File: config.mk
export PLATFORM = sky130hd
export DESIGN_NAME = feature_window_scheduler
export DESIGN_NICKNAME = d
export VERILOG_FILES = /design/src/rtl/feature_window_scheduler.sv
export SDC_FILE = /design/constraint.sdc
export NUM_CORES = 1
export LEC_CHECK = 0
export CORE_AREA = 4 4 95 97
export DETAILED_ROUTE_END_ITERATION = 10
export DIE_AREA = 0 0 99 101
export PLACE_DENSITY = 0.65
export SLEW_MARGIN = 25
export SYNTH_ARGS = -nofsm -noshare
export SYNTH_HDL_FRONTEND = slang
export SYNTH_SLANG_ARGS = --single-unit
File: constraint.sdc
create_clock -name clk -period 4.09 [get_ports clk]
set_input_delay 0.409 -clock clk [delete_from_list [all_inputs] [get_ports clk]]
set_output_delay 0.409 -clock clk [all_outputs]
set_load 0.01 [all_outputs]
File: src/rtl/feature_window_scheduler.sv
// Feature-window sequencer: walks [start, total_feat) in windows of SIMD_NUM*LANE_NUM,
// issuing each over valid/ready and waiting for the lane array's completion pulse.
module feature_window_scheduler #(
   parameter int unsigned FEAT_W   = 12,
   parameter int unsigned SIMD_NUM = 64,
   parameter int unsigned LANE_NUM = 32
) (
   input  logic              clk,
   input  logic              rst,
   input  logic              start,
   input  logic              resume,
   input  logic [FEAT_W-1:0] total_feat,
   output logic              win_valid,
   input  logic              win_ready,
   output logic [FEAT_W-1:0] win_lo,
   output logic [FEAT_W-1:0] win_hi,
   input  logic              blk_done,
   output logic              busy,
   output logic              all_done,
   output logic [FEAT_W-1:0] win_count
);

   localparam int unsigned   WIN   = SIMD_NUM * LANE_NUM;
   localparam logic [FEAT_W:0] WIN_X = (FEAT_W + 1)'(WIN);

   typedef enum logic [1:0] {IDLE, ISSUE, WAIT_DONE, DONE} state_t;

   state_t            state, state_nx;
   logic [FEAT_W-1:0] tot_r, cur, last_end, cnt, lo_r, hi_r;
   logic [FEAT_W:0]   sum;
   logic [FEAT_W-1:0] hi_calc;
   logic              exhausted, fire;

   // Window end is clamped to tot_r; the extra sum bit keeps cur+WIN from wrapping.
   always_comb begin
      sum       = {1'b0, cur} + WIN_X;
      hi_calc   = (sum > {1'b0, tot_r}) ? tot_r : sum[FEAT_W-1:0];
      exhausted = (cur >= tot_r);
   end

   always_comb begin
      state_nx  = state;
      win_valid = 1'b0;
      win_lo    = lo_r;
      win_hi    = hi_r;
      all_done  = 1'b0;
      busy      = (state != IDLE);
      case (state)
         IDLE: begin
            if (start) state_nx = ISSUE;
         end
         ISSUE: begin
            if (exhausted) begin
               state_nx = DONE;
            end else begin
               win_valid = 1'b1;
               win_lo    = cur;
               win_hi    = hi_calc;
               if (win_ready) state_nx = WAIT_DONE;
            end
         end
         WAIT_DONE: begin
            if (blk_done) state_nx = ISSUE;
         end
         DONE: begin
            all_done = 1'b1;
            state_nx = IDLE;
         end
         default: state_nx = IDLE;
      endcase
      fire = win_valid && win_ready;
   end

   always_ff @(posedge clk) begin
      if (rst) begin
         state    <= IDLE;
         tot_r    <= '0;
         cur      <= '0;
         last_end <= '0;
         cnt      <= '0;
         lo_r     <= '0;
         hi_r     <= '0;
      end else begin
         state <= state_nx;
         if (state == IDLE && start) begin
            tot_r <= total_feat;
            cur   <= resume ? last_end : '0;
            cnt   <= '0;
         end
         // Accepted window is captured so it stays visible through WAIT_DONE.
         if (fire) begin
            cur      <= hi_calc;
            last_end <= hi_calc;
            cnt      <= cnt + FEAT_W'(1);
            lo_r     <= cur;
            hi_r     <= hi_calc;
         end
      end
   end

   assign win_count = cnt;

endmodule

# Word-level counts from Yosys, hierarchy flattened
# Index checks and enable logic that the tools add are counted.
# totals
ff_bits	62
out_inout_bits	39
word_cells	40
in_bits	18
# classes
n_reduce_logical	6
order_cmp	2
n_addsub	2
muxes	18
eq_ne	6
# op_table
cell	n
2-to-1 mux 12 bit	10
adder 12 x 12 -> 13 bit, second input constant	1
> comparator 13 x 12 -> 1 bit	1
adder 12 x 1 -> 12 bit, second input constant	1
>= comparator 12 bit	1
2-to-1 mux 2 bit	4
case mux 2 bit (4 select lines)	1
== test 2 bit, second input constant	2
!= test 2 bit, second input constant	2
nonzero test 2 bit	2
2-to-1 mux 1 bit	3
!= test 3 bit, second input constant	1
AND reduction 3 bit	1
== test 2 x 1 -> 1 bit, second input constant	1
logical AND 1 bit	2
zero test 2 bit	1

# Logic depth before layout (Yosys ltp)
# logic_depth
ltp_word	5
depth_mapped	10
ltp_nobuf	8

# Worst setup path before layout
# No wires, ideal clock.
# synth_timing
path_kind	reg2out
from	register tot_r[5]
to	output port win_lo[10]
t_required_ns	3.681
stages_incl_launch_ff	9
slack_ns	1.005
arrival_time_ns	2.676
n_path_buf	1
path_cell_list	dfxtp_1 inv_1 ha_1 a211oi_2 nor2_1 o311a_4 nor4_2 buf_2 mux2_2
# synth_via
elab_chain_len	3
# synth_lines
item	line_no	source
start: declaration	29	logic [FEAT_W-1:0] tot_r, cur, last_end, cnt, lo_r, hi_r;
start signal: assignment	86	tot_r <= total_feat;
>= comparator 12 bit	38	exhausted = (cur >= tot_r);
2-to-1 mux 12 bit	53	if (exhausted) begin
2-to-1 mux 12 bit	48	case (state)
end: declaration	15	output logic [FEAT_W-1:0] win_lo,
# No other way between the ends.

# Worst setup path after layout
# layout_timing
from	register tot_r[5]
to	output port win_lo[11]
# Same word-level chain as after synthesis.

==> summary.txt <==
Core area = 8130 sq um
CP Capture Type = output port
Detail Placement HPWL = 5720 microns
Area Overhead vs Synth = 27.0%
Pleak = 1.47 nW
DRC errors left = 0
Vias in the first global route = 2873
Status = finished clean
Vias per std cell = 5.38
Max Slew Vio Count = 0
Max FO, Critical Path = 18
Drt wl/cell = 14.9 microns
Worst IR drop on VDD = 0.167 mV
FP Rows = 33
Slew margin rel. = 43.4%
Cell count after synthesis = 388
RSZ-0062 raised after global routing = false
Cell Chain, Critical Path = inv_1 > ha_1 > a211oi_2 > nor2_1 > o311a_4 > nor4_4 > buf_4 > mux2_2 > clkdlybuf4s50_1
# clock sinks = 62
CTS Root Cell = clkbuf_8
Clock latency at the later pin of the worst-skew pair = 0.33 ns
EDFF count, synth = 0
Total Negative Setup Slacks = 0 ns
Crit path launch type = flop
NumNets Final = 474
Final wirelength = 8230 microns
Worst Hold Depth = 2
Sequential share of the synthesized area = 38.3%
I/O Buffers = 56
Post-synth ARST share = 0%
Mean Syn Cell Area = 8.35 sq um
CP Data Arrival Time = 3.19 ns
Clk slew on worst S/H paths = 0.07 ns
Die Ht = 101 microns
RePlAce Congestion = 0.834
Worst-margin pin slew = 0.844 ns
CTS tree = done
Pin count of the biggest net entering global routing = 35
Via count = 2962
PwrDens = 463 nW/um^2
DR iter-0 viols = 105
Fillers = 769
Final Setup Violations = 0
Main flop type after synthesis = dfxtp_1
Initial core utilization = 39.8%
Worst R2R Path Depth = 8
Post-Synthesis Net Count = 420
H-tree depth = 3
First-pass GRT wire length = 13700 microns
Grt total ovfl = 0
Global Route Usage Sum = 16.9%
Fmax = 278 MHz
Crit-path slowest cell = clkdlybuf4s50_1
Post-CTS Setup Inserts = 0
Netlist cell types = 44
Slowest stage delay, CP = 0.49 ns
Initial antenna violation count = 0
Period utilization = 88.0%
Skew final = 0.00750 ns
Die ar. = 10000 sq um
Die X = 99 microns
Drt pass-1 iters = 4
Gates resized, CTS repair = 0
DP Worst Slack = 0.833 ns
Antenna-violating nets left = 0
Mapped Area = 3240 sq um
Setup WS post-layout = 0.489 ns
Share of cells above drive strength 1 = 9.64%
Min-delay worst type = flop to flop
CP Class = flop to output port
MaxCap Viol Count = 0
Final min period = 3.60 ns
Ys Warns = 0
#FFs+latches synth = 62
CTS max path bufs = 2
CP required = 3.68 ns
IO Count = 57
Final hold violation count = 0
Num CTS Buffers = 9
Hold bufs inserted after CTS = 0
Diode count = 0
-- worst paths after layout --
kind                                             from                   end  slack (ns)
worst max-delay path            tot_r[5]$_SDFFE_PP0P_            win_lo[11]        0.49
worst max register to register  tot_r[5]$_SDFFE_PP0P_  cur[10]$_SDFFE_PP0P_        0.96
worst min register to register   lo_r[4]$_SDFFE_PP0P_  lo_r[4]$_SDFFE_PP0P_        0.45
worst min-delay path             lo_r[4]$_SDFFE_PP0P_  lo_r[4]$_SDFFE_PP0P_        0.45
-- layout by cell type (no fill, tap or decap), types with 12 or more instances in the layout --
cell type / synthesis / layout
dfxtp_1: 62 / 62
clkdlybuf4s50_1: 0 / 55
nand2_1: 54 / 54
a21oi_1: 42 / 42
nor2_1: 34 / 34
inv_1: 16 / 16
ha_1: 14 / 14
a211oi_1: 13 / 13
nand3_1: 13 / 13
mux2i_1: 13 / 13
and2_1: 13 / 13
clkbuf_8: 0 / 13
mux2_2: 12 / 12
-- metrics by stage --
stage | instances | utilization, % | total power, mW | hold WS, ns | instance area [sq um]
after floorplan | 388 | - | 1.12 | 0.434 | 3240
after global placement | 536 | 48.3 | 1.40 | 0.440 | 3930
after detailed placement | 536 | 48.3 | 1.42 | 0.446 | 3930
after CTS | 551 | 50.6 | 1.92 | 0.455 | 4120
after global routing | 551 | 50.6 | 2.01 | 0.480 | 4120
final | 551 | 50.6 | 1.91 | 0.452 | 4120
-- sequential cells by signal, indices dropped and copies added, names as in the netlist --
register	count
cur	12
hi_r	12
lo_r	12
tot_r	12
win_count	12
state	2
-- cell usage after synthesis, types with 2 or more instances --
library cell	number	area [sq um]
nor2_1	34	128
nor4_2	2	25.0
nand2b_1	6	37.5
o31ai_1	2	15.0
nand4_1	2	12.5
o21ai_0	11	55.1
nand3b_1	3	22.5
or3_1	3	18.8
and3_1	6	37.5
inv_1	16	60.1
clkbuf_1	16	60.1
buf_1	2	7.51
a221o_1	11	110
and2_1	13	81.3
a21oi_1	42	210
a211oi_1	13	97.6
buf_2	3	15.0
nor3b_1	6	45.0
or4_1	3	22.5
nor2b_1	3	18.8
mux2_2	12	135
mux2i_1	13	130
ha_1	14	175
dfxtp_1	62	1240
nand2_1	54	203
o311ai_0	2	17.5
a31oi_1	5	31.3
nand3_1	13	65.1
-- power breakdown --
group          switching (mW)  leakage (nW)  total (mW)  internal [mW]
Combinational           0.382         0.875       0.699          0.317
Clock                   0.226        0.0958       0.510          0.284
Sequential             0.0457         0.503       0.698          0.653
-- worst max-delay path, delay by kind of cell, from the launching register on --
kind                     cells  cell delay (ns)
flip-flops                   1             0.40
adder cells (fa/ha/maj)      1             0.33
multiplexers                 1             0.36
AND/OR/NAND/NOR              2             0.35
buffers and inverters        3             0.84
AO/OA/AOI/OAI                2             0.57
-- area by class of cell --
class | instances | area (sq um) | share of cell area (%)
multi-input cells | 287 | 1870 | 45.3
flip-flops and latches | 62 | 1240 | 30.2
repair buffers | 66 | 631 | 15.3
clock buffers | 15 | 186 | 4.53
well taps | 105 | 131 | 3.19
inverters | 16 | 60.1 | 1.46
-- logic make-up after synthesis --
| family | after synthesis | share of synthesized area (%) |
|---|---|---|
| muxes | 25 | 8.19 |
| adders and majority gates | 14 | 5.41 |
| and+or+nand+nor | 153 | 23.5 |
| buffers and inverters | 39 | 4.98 |
| DFF | 62 | 38.3 |
| AOI/OAI and AO/OA | 95 | 19.6 |
-- metal layers --
layer | routed length [microns] | global-route usage (%)
met1 | 3890 | 22.1
met2 | 3820 | 27.5
met3 | 392 | 3.32
met4 | 120 | 6.30
met5 | 0 | 0
(Power assumes the default switching activity.)
